### config.mk
export PLATFORM = sky130hd
export DESIGN_NAME = mips_lsu_avalon
export DESIGN_NICKNAME = d
export VERILOG_FILES = /design/src/rtl/mips_lsu_avalon_pkg.sv /design/src/rtl/mips_lsu_avalon_lane_align.sv /design/src/rtl/mips_lsu_avalon.sv
export SDC_FILE = /design/constraint.sdc
export NUM_CORES = 1
export LEC_CHECK = 0
export BUFFER_PORTS_ARGS = -buffer_cell sky130_fd_sc_hd__buf_2
export CAP_MARGIN = 10
export CORE_MARGIN = 8
export CORE_UTILIZATION = 29
export CTS_BUF_LIST = sky130_fd_sc_hd__clkbuf_8
export DETAILED_ROUTE_END_ITERATION = 8
export RECOVER_POWER = 100
export SYNTH_ARGS = -nofsm -noshare
export SYNTH_HDL_FRONTEND = slang
export SYNTH_HIERARCHICAL = 1
export SYNTH_SLANG_ARGS = --single-unit
### constraint.sdc
create_clock -name clk -period 7.31 [get_ports clk]
set_input_delay 1.0965 -clock clk [delete_from_list [all_inputs] [get_ports clk]]
set_output_delay 1.0965 -clock clk [all_outputs]
set_load 0.005 [all_outputs]
### src/rtl/mips_lsu_avalon_pkg.sv
// Shared CPU definitions: memory-op and LSU state encodings plus small op classifiers.
package mips_cpu_definitions;

    typedef enum logic [3:0] {
        OP_LB, OP_LBU, OP_LH, OP_LHU, OP_LW, OP_LWL, OP_LWR, OP_SB, OP_SH, OP_SW
    } mem_op_t;

    typedef enum logic [1:0] {
        ST_IDLE, ST_BUS, ST_RESP
    } lsu_state_t;

    function automatic logic op_is_store(input mem_op_t op);
        return (op == OP_SB) || (op == OP_SH) || (op == OP_SW);
    endfunction

    function automatic logic op_is_half(input mem_op_t op);
        return (op == OP_LH) || (op == OP_LHU) || (op == OP_SH);
    endfunction

    function automatic logic op_is_word(input mem_op_t op);
        return (op == OP_LW) || (op == OP_SW);
    endfunction

endpackage

### src/rtl/mips_lsu_avalon_lane_align.sv
// Combinational byte-lane steering: byteenables, store replication, load extension and LWL/LWR merge.
module mips_lsu_lane_align
    import mips_cpu_definitions::*;
#(
    parameter  int unsigned DATA_W = 32,
    localparam int unsigned N      = DATA_W / 8,
    localparam int unsigned K      = $clog2(N)
) (
    input  mem_op_t             op,
    input  logic [K-1:0]        k,
    input  logic [DATA_W-1:0]   rt,
    input  logic [DATA_W-1:0]   readdata,
    output logic [N-1:0]        byteenable,
    output logic [DATA_W-1:0]   writedata,
    output logic [DATA_W-1:0]   rsp_data
);

    localparam int unsigned SHW = $clog2(DATA_W);
    localparam logic [N-1:0]      BE_ALL = '1;
    localparam logic [DATA_W-1:0] ONES   = '1;

    logic [SHW-1:0] sh_k;
    logic [SHW-1:0] sh_lwl;
    logic [15:0]    lane_w;

    // N-1-k equals ~k in K bits, so the LWL shift needs no subtractor.
    assign sh_k   = {k, 3'b000};
    assign sh_lwl = {~k, 3'b000};
    assign lane_w = 16'(readdata >> sh_k);

    always_comb begin
        byteenable = '0;
        writedata  = '0;
        rsp_data   = '0;
        case (op)
            OP_LB: begin
                byteenable = N'(1) << k;
                rsp_data   = {{(DATA_W-8){lane_w[7]}}, lane_w[7:0]};
            end
            OP_LBU: begin
                byteenable = N'(1) << k;
                rsp_data   = DATA_W'(lane_w[7:0]);
            end
            OP_LH: begin
                byteenable = N'(3) << k;
                rsp_data   = {{(DATA_W-16){lane_w[15]}}, lane_w};
            end
            OP_LHU: begin
                byteenable = N'(3) << k;
                rsp_data   = DATA_W'(lane_w);
            end
            OP_LW: begin
                byteenable = BE_ALL;
                rsp_data   = readdata;
            end
            OP_LWL: begin
                byteenable = ~((BE_ALL << k) << 1);
                rsp_data   = (readdata << sh_lwl) | (rt & ~(ONES << sh_lwl));
            end
            OP_LWR: begin
                byteenable = BE_ALL << k;
                rsp_data   = (readdata >> sh_k) | (rt & ~(ONES >> sh_k));
            end
            OP_SB: begin
                byteenable = N'(1) << k;
                writedata  = {N{rt[7:0]}};
            end
            OP_SH: begin
                byteenable = N'(3) << k;
                writedata  = {(N/2){rt[15:0]}};
            end
            OP_SW: begin
                byteenable = BE_ALL;
                writedata  = rt;
            end
            default: ;
        endcase
    end

endmodule

### src/rtl/mips_lsu_avalon.sv
// Load/store unit: one decoded MIPS memory op becomes one Avalon-MM transaction with a registered result.
module mips_lsu_avalon
    import mips_cpu_definitions::*;
#(
    parameter  int unsigned DATA_W = 32,
    parameter  int unsigned ADDR_W = 32,
    localparam int unsigned N      = DATA_W / 8,
    localparam int unsigned K      = $clog2(N)
) (
    input  logic                clk,
    input  logic                reset,
    input  logic                req_valid,
    output logic                req_ready,
    input  mem_op_t             req_op,
    input  logic [ADDR_W-1:0]   req_base,
    input  logic [15:0]         req_offset,
    input  logic [DATA_W-1:0]   req_rt,
    input  logic [4:0]          req_dest,
    output logic                rsp_valid,
    output logic                rsp_we,
    output logic [4:0]          rsp_dest,
    output logic [DATA_W-1:0]   rsp_data,
    output logic                rsp_err,
    output logic [ADDR_W-1:0]   address,
    output logic                read,
    output logic                write,
    input  logic                waitrequest,
    output logic [DATA_W-1:0]   writedata,
    output logic [N-1:0]        byteenable,
    input  logic [DATA_W-1:0]   readdata
);

    lsu_state_t          state_q;
    mem_op_t             op_q;
    logic [K-1:0]        k_q;
    logic [DATA_W-1:0]   rt_q;
    logic                req_ready_q, read_q, write_q;
    logic                rsp_valid_q, rsp_we_q, rsp_err_q;
    logic [4:0]          rsp_dest_q;
    logic [DATA_W-1:0]   rsp_data_q, writedata_q;
    logic [ADDR_W-1:0]   address_q;
    logic [N-1:0]        byteenable_q;

    logic [ADDR_W-1:0]   ea;
    logic [K-1:0]        k;
    logic                misaligned;
    logic                in_idle;
    mem_op_t             al_op;
    logic [K-1:0]        al_k;
    logic [DATA_W-1:0]   al_rt;
    logic [N-1:0]        al_be;
    logic [DATA_W-1:0]   al_wd;
    logic [DATA_W-1:0]   al_rsp;

    assign ea         = req_base + ADDR_W'($signed(req_offset));
    assign k          = ea[K-1:0];
    assign misaligned = (op_is_half(req_op) && ea[0]) || (op_is_word(req_op) && (k != '0));

    // One aligner serves both phases: request fields in IDLE, latched fields once in flight.
    assign in_idle = (state_q == ST_IDLE);
    assign al_op   = in_idle ? req_op : op_q;
    assign al_k    = in_idle ? k      : k_q;
    assign al_rt   = in_idle ? req_rt : rt_q;

    mips_lsu_lane_align #(.DATA_W(DATA_W)) u_align (
        .op         (al_op),
        .k          (al_k),
        .rt         (al_rt),
        .readdata   (readdata),
        .byteenable (al_be),
        .writedata  (al_wd),
        .rsp_data   (al_rsp)
    );

    always_ff @(posedge clk) begin
        if (reset) begin
            state_q      <= ST_IDLE;
            op_q         <= OP_LB;
            k_q          <= '0;
            rt_q         <= '0;
            req_ready_q  <= 1'b1;
            read_q       <= 1'b0;
            write_q      <= 1'b0;
            rsp_valid_q  <= 1'b0;
            rsp_we_q     <= 1'b0;
            rsp_err_q    <= 1'b0;
            rsp_dest_q   <= '0;
            rsp_data_q   <= '0;
            address_q    <= '0;
            writedata_q  <= '0;
            byteenable_q <= '0;
        end else begin
            case (state_q)
                ST_IDLE: begin
                    if (req_valid) begin
                        op_q         <= req_op;
                        k_q          <= k;
                        rt_q         <= req_rt;
                        rsp_dest_q   <= req_dest;
                        address_q    <= {ea[ADDR_W-1:K], {K{1'b0}}};
                        byteenable_q <= al_be;
                        writedata_q  <= al_wd;
                        req_ready_q  <= 1'b0;
                        if (misaligned) begin
                            rsp_valid_q <= 1'b1;
                            rsp_err_q   <= 1'b1;
                            rsp_we_q    <= 1'b0;
                            rsp_data_q  <= '0;
                            state_q     <= ST_RESP;
                        end else begin
                            read_q  <= ~op_is_store(req_op);
                            write_q <= op_is_store(req_op);
                            state_q <= ST_BUS;
                        end
                    end
                end
                ST_BUS: begin
                    if (!waitrequest) begin
                        read_q      <= 1'b0;
                        write_q     <= 1'b0;
                        rsp_valid_q <= 1'b1;
                        rsp_err_q   <= 1'b0;
                        rsp_we_q    <= ~op_is_store(op_q);
                        rsp_data_q  <= op_is_store(op_q) ? '0 : al_rsp;
                        state_q     <= ST_RESP;
                    end
                end
                ST_RESP: begin
                    rsp_valid_q <= 1'b0;
                    rsp_we_q    <= 1'b0;
                    rsp_err_q   <= 1'b0;
                    rsp_data_q  <= '0;
                    req_ready_q <= 1'b1;
                    state_q     <= ST_IDLE;
                end
                default: state_q <= ST_IDLE;
            endcase
        end
    end

    assign req_ready  = req_ready_q;
    assign read       = read_q;
    assign write      = write_q;
    assign rsp_valid  = rsp_valid_q;
    assign rsp_we     = rsp_we_q;
    assign rsp_err    = rsp_err_q;
    assign rsp_dest   = rsp_dest_q;
    assign rsp_data   = rsp_data_q;
    assign address    = address_q;
    assign writedata  = writedata_q;
    assign byteenable = byteenable_q;

endmodule

==> impl_metrics.json <==
{
  "wl_met3_um": 2900,
  "cp_slowest_cell": "clkbuf_1",
  "die_w_um": 196,
  "postRouteAntennaNets": 0,
  "area_growth_pct": 18.2,
  "highest_layer": "met5",
  "synth_cells": 1216,
  "yosysWarnings": 6,
  "grt_max_degree": 85,
  "critPathMostFrequentCell": "nor2_1",
  "htreeDepth": 4,
  "wl_met1_um": 17000,
  "dieArea_mm2": 0.0385,
  "reg2reg_from": "state_q[0]",
  "syn_area_mm2": 0.00942,
  "clock_latency_ns": 0.49,
  "maxCapViolCount": 4,
  "power_density_mw_per_mm2": 301,
  "power.total_mw": 3.36,
  "final.fill_count": 3440,
  "postCtsHoldBufs": 0,
  "detail_route.vias_per_cell": 5.36,
  "fin_ws_ns": 2.52,
  "clockBufferDepth": 2,
  "end_kind": "flip-flop",
  "crit_chain": "inv_1 -> ha_1 -> buf_4 -> nand2_4 -> clkbuf_1 -> nor2_1 -> a21oi_1 -> nor2_1",
  "routedWlPerCell_um": 20.3,
  "clockRootBuffer": "clkbuf_8",
  "slew_violations": 188,
  "die_h_um": 196,
  "rows": 66,
  "synth_area_leaders": "dfxtp_1 32%, nand2_1 9.9%, a21oi_1 8.0%, ha_1 4.6%, mux2_2 4.5%",
  "drive_gt1_share_pct": 17.4,
  "dp.final_hpwl_um": 27700,
  "violations": "capacitance limit, slew limit",
  "finalSetupTns_ns": 0,
  "grt_pass1_wl_um": 56600,
  "cts_tree": "done",
  "crit_type": "flip-flop to flip-flop",
  "cpPeakStageDelay_ns": 2.76,
  "min_period_ns": 4.79,
  "start_kind": "flip-flop",
  "numCtsBuffers": 17,
  "required_ns": 7.67,
  "initial_utilization_pct": 29.2,
  "setup_viol": 0,
  "yosysTopAreaCellShare_pct": 31.7,
  "finalCritPeriodShare_pct": 65.6,
  "syn_area_per_cell_um2": 7.75,
  "wl_met2_um": 16800,
  "outcome": "finished with violations",
  "clkTransAtPathRegs_ns": 0.10,
  "fmax_mhz": 209,
  "critPathLaunch": "state_q[0]",
  "detail_route.first_pass.iterations": 5,
  "multi_input_area_mm2": 0.00595,
  "synth_flop_cell": "dfxtp_1",
  "gr-usage-all-layers_pct": 18.8,
  "leakage_nw": 4.42,
  "final_nets": 1551,
  "fin_skew_ns": 0.0233,
  "clock_sinks": 149,
  "core_area_mm2": 0.0323,
  "min-delay-start": "address[24]",
  "final_hold_viol_count": 0,
  "slew-limit-headroom_pct": -159,
  "rsz0062_at_grt": "false",
  "totalWireLength_um": 37500,
  "synth_top_area_cell": "dfxtp_1",
  "grt.overflow.total": 0,
  "via_count": 9914,
  "synth_edf_count": 0,
  "synthArstFlopShare_pct": 0,
  "io_pins": 236,
  "worst_slew_pin_slew_ns": 3.89,
  "dp_slack_ns": 2.45,
  "crit_fanout": 84,
  "drt_drc_violations_left": 0,
  "post_cts_buffers": 0,
  "ys_seq_area_share_pct": 31.7,
  "antenna_found_initial": 7,
  "final-seq-area_mm2": 0.00298,
  "synth.ff_latch_count": 149,
  "hp-class": "flip-flop to flip-flop",
  "ys_types": 78,
  "crit_arrival_ns": 5.15,
  "vdd_drop_max_uv": 186,
  "ctsResizeCount": 0,
  "gp_congestion": 0.923,
  "grt_pass1_vias": 9421,
  "portBuffers": 233,
  "drt_iter0_markers": 899
}
cells in the mapped netlist, drive strengths merged, types with 6 or more instances:
master   instances
o21ai           40
xnor2           18
nor2            87
a221oi           7
nand2          248
a21o            13
xor2             7
nand3           27
nor2b           13
mux2            48
dfxtp          149
a22oi           56
a22o            17
nand4            6
ha              35
nor3            13
o211ai          12
a21oi          155
a211oi          15
buf             32
clkbuf          55
a31oi            7
o22ai            8
a222oi           8
nand2b          10
inv             28
o2bb2ai          8
mux2i           35
layer usage:
| metal | track usage [%] | up-vias |
|---|---|---|
| met4 | 5.70 | 4 |
| met2 | 29.4 | 411 |
| met1 | 25.4 | 4745 |
| met5 | 0 | - |
| li1 | - | 4702 |
| met3 | 4.23 | 52 |
final timing paths:
kind                 endpoint  slack (ns)  cells after the start
hold reg to reg   address[24]        0.46                      2
setup / recovery   address[3]        2.52                      8
hold / removal    address[24]        0.46                      2
setup reg to reg   address[3]        2.52                      8
area by class of cell:
cell class              instances  area share, %
repair buffers                242           10.0
clock inverters                15           1.69
flip-flops and latches        149           26.8
multi-input cells             952           53.5
well taps                     442           4.97
clock buffers                  17           2.10
inverters                      28          0.944
diodes                          3         0.0674
cell usage in the layout, fill, tap and decap left out, drive strengths merged, types with 15 or more instances in the layout:
| cell | synthesis | routed |
|---|---|---|
| nor2 | 87 | 87 |
| nand2 | 248 | 248 |
| a21oi | 155 | 155 |
| inv | 28 | 36 |
| o21ai | 40 | 40 |
| mux2i | 35 | 35 |
| a22o | 17 | 17 |
| nand3 | 27 | 27 |
| clkbuf | 55 | 108 |
| ha | 35 | 35 |
| dfxtp | 149 | 149 |
| mux2 | 48 | 48 |
| a22oi | 56 | 56 |
| xnor2 | 18 | 18 |
| buf | 32 | 151 |
| a211oi | 15 | 15 |
power by group:
group          total [mW]  leakage [nW]  internal [mW]  switching [mW]
registers           0.981          1.21          0.919          0.0619
clock network       0.715         0.213          0.320           0.395
logic                1.66          2.99          0.570            1.09
total                3.36          4.42           1.81            1.55
cells by family after synthesis:
| group | count (synthesis) | share of synthesized area [%] |
|---|---|---|
| adders and majority gates | 36 | 4.86 |
| and+or+nand+nor | 437 | 20.6 |
| DFF | 149 | 31.7 |
| muxes | 84 | 9.69 |
| xor gates and xnor gates | 25 | 2.32 |
| AOI/OAI and AO/OA | 368 | 25.5 |
| other | 1 | 0.0398 |
| buffers and inverters | 116 | 5.36 |
worst max-delay path: cells and delay by family, from the launching register on:
| kind | cells | cell delay [ns] |
|---|---|---|
| buf+inv | 3 | 3.17 |
| flops | 1 | 0.40 |
| fa+ha+maj | 1 | 0.20 |
| compound gates | 1 | 0.24 |
| simple gates | 3 | 0.61 |
state kept, by name, indices dropped and copies added (netlist names):
name        count
req_ready       1
address        30
rsp_data       32
rsp_dest        5
rt_q           32
rsp_valid       1
rsp_err         1
k_q             2
byteenable      4
op_q            4
write           1
rsp_we          1
read            1
state_q         2
writedata      32
metrics by stage:
| step | area [um^2] | hold slack [ns] | std cells | utilization [%] |
|---|---|---|---|---|
| finish | 11100 | 0.456 | 1848 | 34.5 |
| global route | 11100 | 0.478 | 1847 | 34.5 |
| CTS | 11300 | 0.454 | 1845 | 34.9 |
| detailed placement | 10800 | 0.441 | 1813 | 33.6 |
| global placement | 10800 | 0.437 | 1813 | 33.6 |
| floorplan | 9430 | 0.434 | 1217 | - |
(Power assumes the default switching activity.)
